File: config.mk
export PLATFORM = sky130hd
export DESIGN_NAME = sm83_alu_serial
export DESIGN_NICKNAME = d
export VERILOG_FILES = /design/src/rtl/sm83_alu_pkg.sv /design/src/rtl/sm83_alu_slice.sv /design/src/rtl/sm83_alu_serial.sv
export SDC_FILE = /design/constraint.sdc
export NUM_CORES = 1
export LEC_CHECK = 0
export CORE_MARGIN = 4
export CORE_UTILIZATION = 30
export CTS_CLUSTER_DIAMETER = 50
export CTS_CLUSTER_SIZE = 12
export DETAILED_ROUTE_END_ITERATION = 12
export PLACE_DENSITY = 0.62
export RECOVER_POWER = 25
export SLEW_MARGIN = 20
export SYNTH_ARGS = -nofsm -noshare
export SYNTH_HDL_FRONTEND = slang
export SYNTH_SLANG_ARGS = --single-unit
export TNS_END_PERCENT = 5
File: constraint.sdc
create_clock -name clk -period 2.97 [get_ports clk]
set_input_delay 0.594 -clock clk [delete_from_list [all_inputs] [get_ports clk]]
set_output_delay 0.594 -clock clk [all_outputs]
set_load 0.1 [all_outputs]
File: src/rtl/sm83_alu_pkg.sv
// Shared types for the serial SM83 ALU: op codes, flag bundle, FSM states.
package sm83_alu_pkg;

  typedef enum logic [2:0] {
    OP_ADD = 3'd0,
    OP_ADC = 3'd1,
    OP_SUB = 3'd2,
    OP_SBC = 3'd3,
    OP_AND = 3'd4,
    OP_XOR = 3'd5,
    OP_OR  = 3'd6,
    OP_CP  = 3'd7
  } alu_op_t;

  typedef struct packed {
    logic z;
    logic n;
    logic h;
    logic c;
  } alu_flags_t;

  typedef enum logic {
    IDLE,
    RUN
  } alu_state_t;

  // Raw adder carry entering slice 0; subtraction runs as a + ~b + cin.
  function automatic logic init_carry(alu_op_t o, logic ci);
    unique case (o)
      OP_ADC:        return ci;
      OP_SUB, OP_CP: return 1'b1;
      OP_SBC:        return ~ci;
      default:       return 1'b0;
    endcase
  endfunction

endpackage

File: src/rtl/sm83_alu_slice.sv
// One combinational ALU slice: bit-ripple adder whose carry chain is killed for logic ops.
module sm83_alu_slice
  import sm83_alu_pkg::*;
#(
  parameter int unsigned ALU_WIDTH = 4
) (
  input  logic [ALU_WIDTH-1:0] a,
  input  logic [ALU_WIDTH-1:0] b,
  input  logic                 cin,
  input  logic [2:0]           op,
  input  logic                 negate,
  output logic [ALU_WIDTH-1:0] r,
  output logic                 cout
);

  logic kill;
  logic bb;
  logic p;
  logic g;
  logic c;

  assign kill = (op == OP_AND) || (op == OP_XOR) || (op == OP_OR);

  always_comb begin
    r  = '0;
    bb = 1'b0;
    p  = 1'b0;
    g  = 1'b0;
    c  = cin & ~kill;
    for (int unsigned i = 0; i < ALU_WIDTH; i++) begin
      bb = b[i] ^ negate;
      p  = a[i] ^ bb;
      g  = a[i] & bb;
      unique case (alu_op_t'(op))
        OP_AND:  r[i] = g;
        OP_XOR:  r[i] = p;
        OP_OR:   r[i] = a[i] | bb;
        default: r[i] = p ^ c;
      endcase
      c = (g | (p & c)) & ~kill;
    end
    cout = c;
  end

endmodule

File: src/rtl/sm83_alu_serial.sv
// Start/done serial ALU: one ALU_WIDTH slice per clock, carry rippled through a register.
module sm83_alu_serial
  import sm83_alu_pkg::*;
#(
  parameter int unsigned ALU_WIDTH = 4,
  parameter int unsigned SLICES    = 2
) (
  input  logic                          clk,
  input  logic                          nreset,
  input  logic                          start,
  input  logic [2:0]                    op,
  input  logic [ALU_WIDTH*SLICES-1:0]   a,
  input  logic [ALU_WIDTH*SLICES-1:0]   b,
  input  logic                          carry_in,
  output logic                          ready,
  output logic                          done,
  output logic [ALU_WIDTH*SLICES-1:0]   result,
  output logic                          flag_z,
  output logic                          flag_n,
  output logic                          flag_h,
  output logic                          flag_c
);

  localparam int unsigned W  = ALU_WIDTH * SLICES;
  localparam int unsigned CW = (SLICES > 2) ? $clog2(SLICES) : 1;
  typedef logic [CW-1:0] cnt_t;

  alu_state_t           state;
  cnt_t                 cnt;
  alu_op_t              op_r;
  logic [W-1:0]         opa, opb, work, res_r;
  logic                 carry, half, done_r;
  alu_flags_t           flags_r;

  logic [ALU_WIDTH-1:0] s_a, s_b, s_r;
  logic                 s_cout;
  logic [W-1:0]         next_work;
  logic                 is_sub, is_logic, last;

  assign is_sub   = (op_r == OP_SUB) || (op_r == OP_SBC) || (op_r == OP_CP);
  assign is_logic = (op_r == OP_AND) || (op_r == OP_XOR) || (op_r == OP_OR);
  assign last     = (cnt == cnt_t'(SLICES - 1));

  always_comb begin
    s_a = '0;
    s_b = '0;
    for (int unsigned k = 0; k < SLICES; k++) begin
      if (cnt == cnt_t'(k)) begin
        s_a = opa[k*ALU_WIDTH +: ALU_WIDTH];
        s_b = opb[k*ALU_WIDTH +: ALU_WIDTH];
      end
    end
  end

  sm83_alu_slice #(.ALU_WIDTH(ALU_WIDTH)) u_slice (
    .a      (s_a),
    .b      (s_b),
    .cin    (carry),
    .op     (op_r),
    .negate (is_sub),
    .r      (s_r),
    .cout   (s_cout)
  );

  // Full word as it will look after this edge, so Z can be judged on the last slice.
  always_comb begin
    next_work = work;
    for (int unsigned k = 0; k < SLICES; k++) begin
      if (cnt == cnt_t'(k)) next_work[k*ALU_WIDTH +: ALU_WIDTH] = s_r;
    end
  end

  always_ff @(posedge clk or negedge nreset) begin
    if (!nreset) begin
      state   <= IDLE;
      cnt     <= '0;
      op_r    <= OP_ADD;
      opa     <= '0;
      opb     <= '0;
      work    <= '0;
      res_r   <= '0;
      carry   <= 1'b0;
      half    <= 1'b0;
      done_r  <= 1'b0;
      flags_r <= '0;
    end else begin
      done_r <= 1'b0;
      unique case (state)
        IDLE: begin
          if (start) begin
            state <= RUN;
            opa   <= a;
            opb   <= b;
            op_r  <= alu_op_t'(op);
            cnt   <= '0;
            carry <= init_carry(alu_op_t'(op), carry_in);
          end
        end
        RUN: begin
          work  <= next_work;
          carry <= s_cout;
          cnt   <= last ? '0 : cnt + 1'b1;
          if (cnt == '0) half <= is_sub ? ~s_cout : s_cout;
          if (last) begin
            state     <= IDLE;
            done_r    <= 1'b1;
            res_r     <= (op_r == OP_CP) ? opa : next_work;
            flags_r.z <= (next_work == '0);
            flags_r.n <= is_sub;
            flags_r.h <= is_logic ? (op_r == OP_AND) : half;
            flags_r.c <= is_logic ? 1'b0 : (is_sub ? ~s_cout : s_cout);
          end
        end
        default: state <= IDLE;
      endcase
    end
  end

  assign ready  = (state == IDLE);
  assign done   = done_r;
  assign result = res_r;
  assign flag_z = flags_r.z;
  assign flag_n = flags_r.n;
  assign flag_h = flags_r.h;
  assign flag_c = flags_r.c;

endmodule
== Word-level counts from Yosys, hierarchy flattened ==
Index checks and enable logic that the tools add are counted.

* Bits in registers: 44
* Output and inout bits: 14
* Logic and storage cells: 96

* Add/subtract/negate cells: 1
* Eq/ne operators: 11
* Multiplexer cells: 23
* Bitwise operators: 38
* Reductions and logical operators: 9

{| class="wikitable"
|+ Operators by type and width
! kind !! count
|-
| 4-bit two-way mux || 4
|-
| 3-bit == test, second input constant || 5
|-
| 1-bit case mux with 3 select lines || 5
|-
| 1-bit AND || 13
|-
| 3-bit by 2-bit == test with 1-bit output, second input constant || 4
|-
| 1-bit XOR || 12
|-
| 1-bit two-way mux || 10
|-
| 8-bit logical NOT || 1
|-
| 8-bit two-way mux || 1
|-
| 1-bit OR || 8
|-
| 1-bit case mux with 2 select lines || 3
|-
| 2-bit AND reduction || 3
|-
| 1-bit inverter || 5
|-
| 1-bit logical OR || 4
|-
| 3-bit by 1-bit == test with 1-bit output, second input constant || 1
|-
| 2-bit != test, second input constant || 1
|-
| 2-bit OR reduction || 1
|-
| 1-bit adder, second input constant || 1
|}

== Depth between registers and ports, before layout ==
* Word-level depth: 20
* Depth in mapped cells: 14
* Mapped depth without buffers: 13

== Cells and area by module ==
A second synthesis with hierarchy kept.

* Cell total of the unflattened synthesis: 190
* Area total of the unflattened synthesis: 2225.9 um2

{| class="wikitable"
|+ Modules (own cells, without submodules)
! module !! times used !! cells an instance !! area each (um2) !! sequential area each (um2)
|-
| sm83_alu_serial || 1 || 142 || 1789.2 || 1001.0
|-
| sm83_alu_slice || 1 || 48 || 436.7 || 0.0
|}

== Worst setup path after synthesis ==
No wires, ideal clock.

* Kind: flip-flop to flip-flop
* Start point: reg op_r[0]
* End point: reg flags_r (netlist bit flag_z)
* Library setup time: 0.120 ns
* Arrival time: 2.810 ns
* Data required time: 2.850 ns
* Path slack: 0.040 ns
* Stages on the path, launching flop included: 15
* Path buffers: 1
* Clock period less this slack: 2.930 ns
* Path through: dfrtp_1 buf_4 nand2b_4 nand2_2 xor2_1 fa_1 nand2_1 fa_1 nor2_1 fa_1 nand2_1 fa_1 nand2_1 o21ai_0 a41o_1

* Longest elaborated chain between the ends: 18
* Elaborated cells between the ends (all ways): 48
* Classes of those cells: eq/ne: 6; mux: 6; bitwise: 31; reduce/logical: 5

{| class="wikitable"
|+ RTL lines
! item !! RTL line !! text
|-
| start, declared || sm83_alu_serial.sv:30 || <nowiki>alu_op_t op_r;</nowiki>
|-
| start signal, assigned || sm83_alu_serial.sv:94 || <nowiki>op_r <= alu_op_t'(op);</nowiki>
|-
| 3-bit by 2-bit == test with 1-bit output / 3-bit == test (equally long branches) || sm83_alu_serial.sv:40, sm83_alu_slice.sv:22, sm83_alu_slice.sv:34 ||
|-
| 1-bit logical OR, on equally long branches (2 in series) || sm83_alu_serial.sv:40, sm83_alu_slice.sv:22 ||
|-
| 1-bit XOR / 1-bit inverter (equally long branches) || sm83_alu_slice.sv:31, sm83_alu_slice.sv:29, sm83_alu_slice.sv:40 ||
|-
| 1-bit XOR / 1-bit AND (equally long branches) || sm83_alu_slice.sv:32, sm83_alu_slice.sv:29 ||
|-
| 1-bit AND || sm83_alu_slice.sv:40 || <nowiki>c = (g | (p & c)) & ~kill;</nowiki>
|-
| 1-bit OR || sm83_alu_slice.sv:40 ||
|-
| 1-bit AND (2 in series) || sm83_alu_slice.sv:40 ||
|-
| 1-bit OR || sm83_alu_slice.sv:40 ||
|-
| 1-bit AND (2 in series) || sm83_alu_slice.sv:40 ||
|-
| 1-bit OR || sm83_alu_slice.sv:40 ||
|-
| 1-bit AND || sm83_alu_slice.sv:40 ||
|-
| 1-bit XOR || sm83_alu_slice.sv:38 || <nowiki>default: r[i] = p ^ c;</nowiki>
|-
| 1-bit case mux with 3 select lines || sm83_alu_slice.sv:34 || <nowiki>unique case (alu_op_t'(op))</nowiki>
|-
| 4-bit two-way mux || sm83_alu_serial.sv:69 || <nowiki>if (cnt == cnt_t'(k)) next_work[k*ALU_WIDTH +: ALU_WIDTH] = s_r;</nowiki>
|-
| 8-bit logical NOT * || sm83_alu_serial.sv:108 || <nowiki>flags_r.z <= (next_work == '0);</nowiki>
|-
| end, declared || sm83_alu_serial.sv:33 || <nowiki>alu_flags_t flags_r;</nowiki>
|}

Every way passes the cells marked *; elsewhere a longest branch is shown, timed or not.
A chain may end at the register's enable or synchronous reset.

== Final worst setup path ==
* Start point: reg cnt
* End point: reg flags_r (netlist bit flag_z)

* Longest elaborated chain between the ends: 16
* Elaborated cells between the ends (all ways): 39
* Classes of those cells: mux: 8; bitwise: 29; reduce/logical: 2

{| class="wikitable"
|+ RTL lines
! item !! RTL line !! text
|-
| start, declared || sm83_alu_serial.sv:29 || <nowiki>cnt_t cnt;</nowiki>
|-
| start signal, assigned || sm83_alu_serial.sv:102 || <nowiki>cnt <= last ? '0 : cnt + 1'b1;</nowiki>
|-
| 4-bit two-way mux || sm83_alu_serial.sv:48 || <nowiki>if (cnt == cnt_t'(k)) begin</nowiki>
|-
| 1-bit XOR || sm83_alu_slice.sv:31 || <nowiki>bb = b[i] ^ negate;</nowiki>
|-
| 1-bit XOR || sm83_alu_slice.sv:32 || <nowiki>p = a[i] ^ bb;</nowiki>
|-
| 1-bit AND || sm83_alu_slice.sv:40 ||
|-
| 1-bit OR || sm83_alu_slice.sv:40 ||
|-
| 1-bit AND (2 in series) || sm83_alu_slice.sv:40 ||
|-
| 1-bit OR || sm83_alu_slice.sv:40 ||
|-
| 1-bit AND (2 in series) || sm83_alu_slice.sv:40 ||
|-
| 1-bit OR || sm83_alu_slice.sv:40 ||
|-
| 1-bit AND || sm83_alu_slice.sv:40 ||
|-
| 1-bit XOR || sm83_alu_slice.sv:38 ||
|-
| 1-bit case mux with 3 select lines || sm83_alu_slice.sv:34 ||
|-
| 4-bit two-way mux || sm83_alu_serial.sv:69 ||
|-
| 8-bit logical NOT || sm83_alu_serial.sv:108 ||
|}

Parallel ways exist; a longest one is shown, timed or not.

==> run metrics <==
main flop type after synthesis=dfrtp_1; status=finished, violations left; Clock Path Buffers=2; Cell variety after synth=46; CTS tree=done; #FFs+latches synth=40; longest individual stage delay on the worst path=about 0.45 ns; gpl congestion=0.8718; synthesized cell area=roughly 0.0022 mm2; maxcap violations=1; DRT iter0 DRCs=82; die height=94.50 um; Synth area leader=dfrtp_1; Synth top area share=44.59%; Final setup viols=0; Port Buffers=36; number of flops mapped to enable cells by yosys=0; Synth Area in Simple Gates=14.83%; RR Startpoint=cnt; clock-pin slew on the worst setup and hold paths=0.08 ns; Peak Freq=roughly 0.35 GHz; layout cell share with drive strength beyond 1=28.79%; DRC=0; Fillers=just over 700; asr flop ratio synth=100.0%; sequential area share after synthesis=44.59%; Crit Path Category=reg -> reg; Hold Path Class=reg -> reg; Starting Density=30.95%; synth cell count leaders=dfrtp_1 (40), nand2_1 (26), mux2_2 (16); syn_nets=239; Final #Nets=291; Min Hold Slack=between 0.4 and 0.5 ns; CTS buffer count=5; vias per cell=roughly 4.6; H-tree lvl count=2; startpoint of the worst hold path=flag_n; drt pass-1 iters=4; Synth Area in Compound Gates=10.87%; clock skew=0.008486 ns; Util after Layout=between 40% and 50%; GR Util All Layers=12.02%; data arrival time of the worst path=3.03 ns; Slew HR=-42.96%; first-pass GRT wire length=just over 8000 um; largest family of logic cells by synthesized area=multiplexers; max-slew violations=41; diode count=0; Root Driver=clkbuf_8; final wirelength=4876 um; Worst Setup SP=cnt; initial antenna violation count=0; largest net degree at the start of global routing=between 40 and 50; worst skew pair latency=0.30 ns; die area=between 0.008 and 0.009 mm2; detailed placement HPWL=between 3000 and 4000 um; Ys Warns=0; area grow syn2layout=29.60%; violated checks=max-capacitance violations, max-slew violations; Mapped Cells=204; I/O pin count=37; ANT nets after route=0; Crit Path Max Fanout=4; CTS sink count=40; Syn Area/Cell=11.00 um2; fin crit share=95.19%; Core ar.=0.007253 mm2; Cell Chain, Critical Path=mux2i_4, xor2_2, fa_2, nand2_2, fa_2, nor2_1, fa_1, nand2_1, fa_1, nand2_2, o21ai_0, a41o_1; slew of the pin with the lowest slew margin=roughly 2.1 ns; mux cell area share after synthesis=between 10% and 20%; XOR/XNOR share of the synthesized area=1.561%; total grt overflow=0; endpoint type of the worst setup path=flip-flop; TNS Setup=0 ns; cell row count=31; Critical Path RT=3.17 ns; vias in the first global route=around 1600; most common cell in the synthesized netlist=dfrtp_1; top cells by area, synth=dfrtp_1 (45%), mux2_2 (8.0%), mux2i_1 (5.4%); post-layout min period=2.827 ns; via count=1632; die width=94.50 um; Setup crit start kind=flip-flop; adder-cell share of the synthesized area=8.027%; Hold Fails Final Rpt=0; Wirelength per Cell=13.70 um; slowest cell on the critical path=dfrtp_2; Post-CTS Hold Fix Bufs=0
[flip-flops by register name, summed over array words and instances, names as in the netlist, 3 cells and up]
signal and flops:
op_r 3, opb 8, result 8, opa 8, work 4
[per-layer routing]
layer / GRT usage, % / vias up / share of wire, %
met3: 2.789 / 8 / 5.5
met4: 5.409 / 0 / 1.8
met5: 0 / - / 0
met2: 18.09 / 41 / 45
li1: - / 807 / -
met1: 16.41 / 776 / 48
[final timing paths]
check	endpoint	slack, ns	cells past startpoint
setup / recovery	flag_z	0.14	12
hold / removal	flag_n	0.48	2
setup reg to reg	flag_z	0.14	12
hold reg to reg	flag_n	0.48	2
max in group asynchronous	op_r[2]	0.67	1
min in group asynchronous	flag_h	0.91	1
[logic make-up after synthesis]
family	Yosys count
AOI/OAI and AO/OA	34
xor gates and xnor gates	4
adders and majority gates	12
buffers and inverters	20
DFF	40
muxes	33
and+or+nand+nor	61
[metrics by stage]
step                      setup WS [ns]  area [um2]  instances
after floorplan                 0.03988        2245        204
after global placement          0.09611        2740        344
after global routing           -0.01413        2909        356
after CTS                       0.04574        2838        352
after detailed placement        0.05401        2740        344
final                            0.1430        2909        356
[critical path, delay by kind of cell, from the launching register on]
kind / cells / cell delay [ns]
compound gates: 2 / 0.26
xor+xnor: 1 / 0.19
fa+ha+maj: 4 / 1.33
flops: 1 / 0.45
mux: 1 / 0.20
simple gates: 4 / 0.29
[cell type report]
class | instances | area, um2 | area share, %
clock buffer | 6 | 82.58 | 2.839
sequential | 40 | 1003 | 34.49
tap | 99 | 123.9 | 4.258
inverter | 11 | 41.29 | 1.419
clock inverter | 2 | 15.01 | 0.5161
timing repair buffer | 54 | 454.2 | 15.61
multi-input combinational | 144 | 1189 | 40.86
[placed cells by master, fill, tap and decap left out, types with 2 or more instances in the layout]
| master | count |
|---|---|
| o21ai_1 | 12 |
| nand2b_1 | 8 |
| a31oi_1 | 3 |
| ha_1 | 8 |
| nand2_2 | 3 |
| fa_2 | 2 |
| clkinvlp_4 | 2 |
| mux2_1 | 5 |
| o21ai_0 | 4 |
| dfrtp_1 | 38 |
| and4bb_1 | 2 |
| xor2_1 | 3 |
| inv_1 | 10 |
| mux2_2 | 15 |
| a21oi_1 | 2 |
| buf_4 | 32 |
| clkbuf_8 | 6 |
| clkdlybuf4s50_1 | 21 |
| nand3_1 | 2 |
| nor2_1 | 9 |
| fa_1 | 2 |
| dfrtp_2 | 2 |
| mux2i_1 | 10 |
| nand2_1 | 24 |
| and2_1 | 3 |
[repair_timing]
action / in CTS / in global routing
buffers inserted: 0 / 4
endpoints found under the setup margin: 0 / 6
gates resized for setup: 0 / 12
Power is left out: the tool's default activity adds up to more than one toggle a clock period on the data nets, which glitch-free logic cannot reach.
